File: src/rtl/pipe_prefix_adder_pkg.sv
`default_nettype none
// ============================================================================
// Module   : pipe_prefix_adder_pkg
// Brief    : KGP carry-code constants and helpers shared by the prefix adder.
// Revision : 1.0  initial release
// ============================================================================
package pipe_prefix_adder_pkg;

  localparam logic [1:0] KGP_KILL = 2'b00;
  localparam logic [1:0] KGP_PROP = 2'b01;
  localparam logic [1:0] KGP_GEN  = 2'b11;

  // The raw {a,b} code 2'b10 means the same thing as 2'b01 (exactly one bit set).
  function automatic logic [1:0] kgp_normalise(input logic [1:0] raw);
    return (raw == 2'b10) ? KGP_PROP : raw;
  endfunction

  function automatic int unsigned clog2(input int unsigned n);
    int unsigned r;
    r = 0;
    for (int unsigned i = 0; i < 31; i++) begin
      if ((32'd1 << i) < n) r = i + 1;
    end
    return r;
  endfunction

endpackage
`default_nettype wire

File: src/rtl/pipe_prefix_adder_kgp_prefix_cell.sv
`default_nettype none
// ============================================================================
// Module   : kgp_prefix_cell
// Brief    : Combinational KGP prefix combine: hi wins unless it propagates.
// Revision : 1.0  initial release
// ============================================================================
module kgp_prefix_cell
  import pipe_prefix_adder_pkg::*;
(
  input  logic [1:0] hi,
  input  logic [1:0] lo,
  output logic [1:0] y
);

  assign y = (hi == KGP_PROP) ? lo : hi;

endmodule
`default_nettype wire

File: src/rtl/pipe_prefix_adder.sv
`default_nettype none
// ============================================================================
// Module   : pipe_prefix_adder
// Brief    : Pipelined Kogge-Stone KGP adder/subtractor, one prefix level per
//            stage, valid/ready on both ends, carry-out and signed overflow.
// Revision : 1.0  initial release
// ============================================================================
module pipe_prefix_adder
  import pipe_prefix_adder_pkg::*;
#(
  parameter int WIDTH = 8
)
(
  input  logic             clk,
  input  logic             rst,
  input  logic             in_valid,
  output logic             in_ready,
  input  logic [WIDTH-1:0] a,
  input  logic [WIDTH-1:0] b,
  input  logic             cin,
  input  logic             sub,
  output logic             out_valid,
  input  logic             out_ready,
  output logic [WIDTH:0]   sum,
  output logic             ovf
);

  localparam int LEVELS = int'(clog2(WIDTH));

  // Code index 0 is the carry-in; index i+1 is operand bit i.
  typedef logic [WIDTH:0][1:0] kgp_vec_t;

  logic             w_advance;
  logic [WIDTH-1:0] w_beff;
  kgp_vec_t         w_kgp0;
  kgp_vec_t         w_lvl [LEVELS+1];
  kgp_vec_t         w_fin;
  logic [WIDTH:0]   w_sum;
  logic             w_ovf;

  kgp_vec_t         r_kgp [LEVELS+1];
  logic [WIDTH-1:0] r_x   [LEVELS+1];
  logic             r_am  [LEVELS+1];
  logic             r_bm  [LEVELS+1];
  logic             r_v   [LEVELS+1];
  logic [WIDTH:0]   r_sum;
  logic             r_ovf;
  logic             r_out_v;

  assign w_advance = !r_out_v || out_ready;
  assign in_ready  = w_advance && !rst;
  assign w_beff    = sub ? ~b : b;

  always_comb begin
    w_kgp0    = '0;
    w_kgp0[0] = (sub || cin) ? KGP_GEN : KGP_KILL;
    for (int i = 0; i < WIDTH; i++) begin
      w_kgp0[i+1] = kgp_normalise({a[i], w_beff[i]});
    end
  end

  generate
    for (genvar k = 0; k < LEVELS; k++) begin : g_lvl
      kgp_vec_t w_nxt;
      for (genvar i = 0; i <= WIDTH; i++) begin : g_pos
        if (i >= (1 << k)) begin : g_cell
          kgp_prefix_cell u_cell (
            .hi (r_kgp[k][i]),
            .lo (r_kgp[k][i-(1<<k)]),
            .y  (w_nxt[i])
          );
        end else begin : g_pass
          assign w_nxt[i] = r_kgp[k][i];
        end
      end
      assign w_lvl[k] = w_nxt;
    end
  endgenerate

  assign w_lvl[LEVELS] = r_kgp[LEVELS];

  // With WIDTH a power of two the top index spans every bit but not the
  // carry-in, so a residual propagate is resolved against index 0 here.
  generate
    for (genvar i = 0; i <= WIDTH; i++) begin : g_fix
      kgp_prefix_cell u_fix (
        .hi (w_lvl[LEVELS][i]),
        .lo (w_lvl[LEVELS][0]),
        .y  (w_fin[i])
      );
    end
  endgenerate

  always_comb begin
    w_sum = '0;
    for (int i = 0; i < WIDTH; i++) begin
      w_sum[i] = (w_fin[i] == KGP_GEN) ^ r_x[LEVELS][i];
    end
    w_sum[WIDTH] = (w_fin[WIDTH] == KGP_GEN);
    w_ovf = (r_am[LEVELS] == r_bm[LEVELS]) && (w_sum[WIDTH-1] != r_am[LEVELS]);
  end

  always_ff @(posedge clk) begin
    if (rst) begin
      for (int k = 0; k <= LEVELS; k++) begin
        r_v[k]   <= 1'b0;
        r_kgp[k] <= '0;
        r_x[k]   <= '0;
        r_am[k]  <= 1'b0;
        r_bm[k]  <= 1'b0;
      end
      r_out_v <= 1'b0;
      r_sum   <= '0;
      r_ovf   <= 1'b0;
    end else if (w_advance) begin
      r_v[0]   <= in_valid;
      r_kgp[0] <= w_kgp0;
      r_x[0]   <= a ^ w_beff;
      r_am[0]  <= a[WIDTH-1];
      r_bm[0]  <= w_beff[WIDTH-1];
      for (int k = 0; k < LEVELS; k++) begin
        r_v[k+1]   <= r_v[k];
        r_kgp[k+1] <= w_lvl[k];
        r_x[k+1]   <= r_x[k];
        r_am[k+1]  <= r_am[k];
        r_bm[k+1]  <= r_bm[k];
      end
      r_out_v <= r_v[LEVELS];
      r_sum   <= w_sum;
      r_ovf   <= w_ovf;
    end
  end

  assign out_valid = r_out_v;
  assign sum       = r_sum;
  assign ovf       = r_ovf;

endmodule
`default_nettype wire

File: config.mk
export PLATFORM = sky130hd
export DESIGN_NAME = pipe_prefix_adder
export DESIGN_NICKNAME = d
export VERILOG_FILES = /design/src/rtl/pipe_prefix_adder_pkg.sv /design/src/rtl/pipe_prefix_adder_kgp_prefix_cell.sv /design/src/rtl/pipe_prefix_adder.sv
export SDC_FILE = /design/constraint.sdc
export NUM_CORES = 1
export LEC_CHECK = 0
export CORE_UTILIZATION = 53
export CTS_CLUSTER_DIAMETER = 80
export DETAILED_ROUTE_END_ITERATION = 10
export PLACE_DENSITY = 0.78
export SLEW_MARGIN = 10
export SYNTH_ARGS = -nofsm -noshare
export SYNTH_HDL_FRONTEND = slang
export SYNTH_SLANG_ARGS = --single-unit
File: constraint.sdc
create_clock -name clk -period 9.3 [get_ports clk]
set_input_delay 1.395 -clock clk [delete_from_list [all_inputs] [get_ports clk]]
set_output_delay 1.395 -clock clk [all_outputs]
set_load 0.02 [all_outputs]
## Word level (Yosys, flattened, before mapping)

Memory sizes are Yosys's and may differ from the RTL's. A register that Yosys moved wholly into a read port is not among the register bits.
Cells that the tools add are included.

| operators by class | value |
|---|---|
| mux-type cells | 63 |
| bitwise operators | 30 |
| eq/ne operators | 47 |
| reductions and logical operators | 6 |

Operators by type and width:

| cell | number |
|---|---|
| 2-to-1 mux 2 bit | 37 |
| 2-to-1 mux 18 bit | 4 |
| equality test 2 x 1 -> 1 bit (second input constant) | 28 |
| 2-to-1 mux 8 bit | 5 |
| equality test 2 bit (second input constant) | 17 |
| bitwise OR 1 bit | 20 |
| 2-to-1 mux 1 bit | 17 |
| NOT 8 bit | 1 |
| XOR 1 bit | 8 |
| XOR 8 bit | 1 |
| logical AND 1 bit | 2 |
| zero test 1 bit | 2 |
| logical OR 1 bit | 2 |
| equality test 1 bit | 1 |
| != test 1 bit | 1 |

| storage, ports and cells | value |
|---|---|
| RAM bits | 116 |
| output and inout port bits | 12 |
| memories | 5 |
| input bits | 22 |
| register bits | 10 |
| word-level logic and storage cells | 153 |

Memory list:

| name | depth | width | rd ports | clocked after Yosys merged registers in | write ports | RTL line | source |
|---|---|---|---|---|---|---|---|
| r_kgp | 4 | 18 | 4 | 0 | 4 | pipe_prefix_adder.sv:41 | `kgp_vec_t r_kgp [LEVELS+1];` |
| r_x | 4 | 8 | 4 | 0 | 4 | pipe_prefix_adder.sv:42 | `logic [WIDTH-1:0] r_x [LEVELS+1];` |
| r_am | 4 | 1 | 4 | 0 | 4 | pipe_prefix_adder.sv:43 | `logic r_am [LEVELS+1];` |
| r_bm | 4 | 1 | 4 | 0 | 4 | pipe_prefix_adder.sv:44 | `logic r_bm [LEVELS+1];` |
| r_v | 4 | 1 | 4 | 1 | 4 | pipe_prefix_adder.sv:45 | `logic r_v [LEVELS+1];` |

## Logic depth before layout (Yosys ltp)

| logic depth | value |
|---|---|
| depth after elaboration | 6 |
| depth in mapped cells | 6 |

## Cells and area by module

A second synthesis with hierarchy kept.

| second synthesis, totals | value |
|---|---|
| cell total of the unflattened synthesis | 395 |
| area total of the unflattened synthesis | 5392.7 um2 |

By module, submodules not included:

| module | cells an instance | area an instance (um2) | seq. area each (um2) | instances |
|---|---|---|---|---|
| pipe_prefix_adder | 337 | 4957.3 | 3583.4 | 1 |
| kgp_prefix_cell | 2 | 15.0 | 0.0 | 29 |

## Least setup slack after synthesis

OpenSTA, ideal clock, no wires.

| timing | value |
|---|---|
| kind | input to register |
| start | input port out_ready |
| end | memory r_am[0], enable pin |
| required time | 8.835 ns |
| setup time | 0.465 ns |
| data arrival time | 3.923 ns |
| cell stages on the path | 4 |
| slack | 4.912 ns |
| cell sequence | nand2b_2 > nor2_1 > clkbuf_1 > inv_1 |

RTL lines:

| element | RTL line | source |
|---|---|---|
| from (decl) | pipe_prefix_adder.sv:23 | `input logic out_ready,` |
| to (decl) | pipe_prefix_adder.sv:43 |  |

## Final worst setup path

| timing | value |
|---|---|
| start | input port out_ready |
| end | output port in_ready |

| on the way | value |
|---|---|
| word-level cells in the longest chain between the ends | 2 |

RTL lines:

| element | RTL line | source |
|---|---|---|
| logical OR 1 bit | pipe_prefix_adder.sv:50 | `assign w_advance = !r_out_v \|\| out_ready;` |
| logical AND 1 bit | pipe_prefix_adder.sv:51 | `assign in_ready = w_advance && !rst;` |
| to (decl) | pipe_prefix_adder.sv:17 | `output logic in_ready,` |

No other way between the ends.

==> results.yml <==
floorplan:
  die_y_microns: 98.9
  die_x_microns: 98.9
  io_pins: 34
  rows: 34
  start_util_pct: 56.0
  core-area_sq_um: 8890
  die_area_sq_um: 9780
timing:
  worstMarginPinSlew_ps: 786
  drv_slew: 0
  finClkSkew_ps: 5.85
  final-setup-viol-count: 0
  finalCritPeriodShare_pct: 55.2
  rsz0062_at_grt: "no"
  hold_violations: 0
  period_minus_slack_ps: 5130
  relSlewSlack_pct: 47.6
  timing.fmax_mhz: 195
  setup-tns-final_ps: 0
cts:
  cts-resized-gates: 0
  post_cts.repair.setup_buffers: 0
  cts.clk_slew.worst_paths_ps: 50
  cts_buffers: 17
  cts_tree: "done"
  h-tree-depth: 4
  clock-sinks: 123
  clk_path_buf_depth: 2
  postCtsHoldBufs: 0
  clock_latency_ps: 510
  clockRootBuffer: "clkbuf_8"
worst_setup_path:
  timing_worst_setup_path_type: "input port to output pin"
  r2r_end: "r_x[0][1]$_SDFFCE_PN0P_"
  crit_chain: "clkdlybuf4s50_1, nand2b_2, nand2b_2, buf_4, inv_2, clkdlybuf4s50_1"
  cp-start-kind: "input port"
  rr_worst_depth: 4
  rrSetupSlack_ps: 6990
  cpPeakStageDelay_ps: 660
  required_ps: 7910
  end_kind: "output pin"
  path_max_fanout: 70
  slowest_stage: "clkdlybuf4s50_1"
  r2r_start: "out_valid$_SDFFE_PP0N_"
  crit_arrival_ps: 3740
worst_hold_path:
  min_path_type: "register to register"
  worstHoldStart: "sum[1]$_SDFFE_PP0N_"
  whs_path_depth: 2
  min_to: "sum[1]$_SDFFE_PP0N_"
logic_synthesis:
  synth_largest_area_cell: "edfxtp_1"
  synth_most_common_cell: "edfxtp_1"
  synth_cell_types: 23
  synth_edf_count: 112
  ys_async_sr_fraction_pct: 0
  syn_avg_cell_area_sq_um: 13.5
  synth-seq-cells: 123
  synth-seq-area-share_pct: 72.0
  synthCells: 369
  post-synth-top-area-fraction_pct: 67.6
  syn_nets: 407
  synthTopCellsByArea: "edfxtp_1 68%, and2_1 6.7%, dfxtp_1 4.4%"
  ys_warn_count: 0
  synth_area_sq_um: 4970
  yosys_most_used_dff: "edfxtp_1"
  yosys-top-cells-count: "112 x edfxtp_1, 53 x and2_1, 53 x nor2_1"
global_route:
  grt_usage_pct: 15.8
  grt_pass1_wl_mm: 11.5
  antenna_found_initial: 0
  grt_start_max_net_pins: 71
  grt_overflow: 0
  grt_pass1_vias: 2620
drt:
  drt_iter0_drc: 144
  wirelength_mm: 6.78
  drtPass1Iterations: 4
  drc: 0
  vias_per_cell: 5.09
  vias: 2690
  routedWlPerCell_microns: 12.8
  drtAntennaViolNets: 0
pwr:
  clkPwrFrac_pct: 47.2
  ir_drop_mv: 0.0912
  p_int_uw: 1080
  power_uw: 1340
  switching_power_uw: 255
  seqPwrFrac_pct: 48.4
  p_leak_uw: 0.00240
  netSwitchingFraction_pct: 19.1
  powerDensity_nw_per_um2: 224
  combPwrFrac_pct: 4.4
layout:
  layout.nets: 445
  register_area_sq_um: 3580
  fin_cells: 528
  area_delta_synth_final_pct: 19.8
  drive_gt1_share_pct: 7.86
  fillers: 629
  stdcell_area_sq_um: 5960
  antenna_cells: 0
  multi_input_area_sq_um: 1270
placement:
  dp.final_hpwl_mm: 3.87
  dpl_cell_area_sq_um: 5380
  placed_cells: 496
  io_buffer_count: 33
  gp_congestion: 0.716
job:
  drv.max_cap_violation_count: 0
outcome:
  status: "finished, final reports clean"
[through the flow]
step | hold slack [ps] | utilization [%] | setup slack (ps)
2_1_floorplan | 459 | - | 4910
3_3_place_gp | 433 | 60.5 | 4200
3_5_place_dp | 442 | 60.5 | 4140
4_1_cts | 454 | 67.0 | 4140
5_1_grt | 468 | 67.0 | 3980
6_report | 448 | 67.0 | 4170
[worst max path at each step]
stage               from                     to  slack, ps  cells past startpoint
2_1_floorplan  out_ready  r_am[0]$_SDFFCE_PN0P_       4910                      4
3_5_place_dp   out_ready               in_ready       4140                      6
6_report       out_ready               in_ready       4170                      6
3_3_place_gp   out_ready               in_ready       4200                      6
4_1_cts        out_ready               in_ready       4140                      6
5_1_grt        out_ready               in_ready       3980                      6
[power groups by stage]
stage | clock [uW] | sequential [uW] | combinational [uW]
after floorplan | 0 | 655 | 38.1
after global placement | 0 | 656 | 57.2
after detailed placement | 0 | 658 | 58.7
after CTS | 640 | 647 | 59.6
after global routing | 664 | 650 | 67.1
final | 631 | 647 | 58.2
[layout by cell type, fill, tap and decap left out, drive strengths merged]
cell type	count
edfxtp	112
o21ai	37
clkinv	6
nor2	53
ha	16
nand4	1
bufinv	3
buf	2
nand2b	2
clkbuf	23
dfxtp	11
xor2	7
and2	53
a21oi	21
nand2	10
or4	1
nor3	8
inv	11
clkdlybuf4s50	33
xnor2	9
nand3	1
[state kept, by name, summed over array words and instances, names as in the netlist]
| name | cells |
|---|---|
| r_x | 32 |
| r_v | 4 |
| r_am | 4 |
| r_kgp | 68 |
| ovf | 1 |
| sum | 9 |
| r_bm | 4 |
| out_valid | 1 |
[logic make-up after synthesis]
| family | count (synthesis) | synth area share, % |
|---|---|---|
| buffers and inverters | 27 | 2.39 |
| flip-flops | 123 | 72.0 |
| adder cells (fa/ha/maj) | 16 | 4.02 |
| XOR/XNOR | 16 | 2.82 |
| AND/OR/NAND/NOR | 129 | 12.9 |
| AO/OA/AOI/OAI | 58 | 5.83 |
[layer usage]
layer | wire [microns] | GRT usage (%)
met1 | 2740 | 16.7
met2 | 3560 | 27.6
met3 | 345 | 5.82
met4 | 136 | 8.04
met5 | 0 | 0
[worst max-delay path, delay by kind of cell]
| family | cells | cell delay [ps] |
|---|---|---|
| buf+inv | 4 | 2040 |
| simple gates | 2 | 270 |
[area by class of cell]
type | count | share of cell area [%]
well taps | 108 | 2.27
flip-flops and latches | 123 | 60.1
inverters | 11 | 0.735
repair buffers | 35 | 5.80
clock buffers | 23 | 7.66
multi-input cells | 219 | 21.4
clock inverters | 9 | 1.99
(Power assumes the default switching activity.)
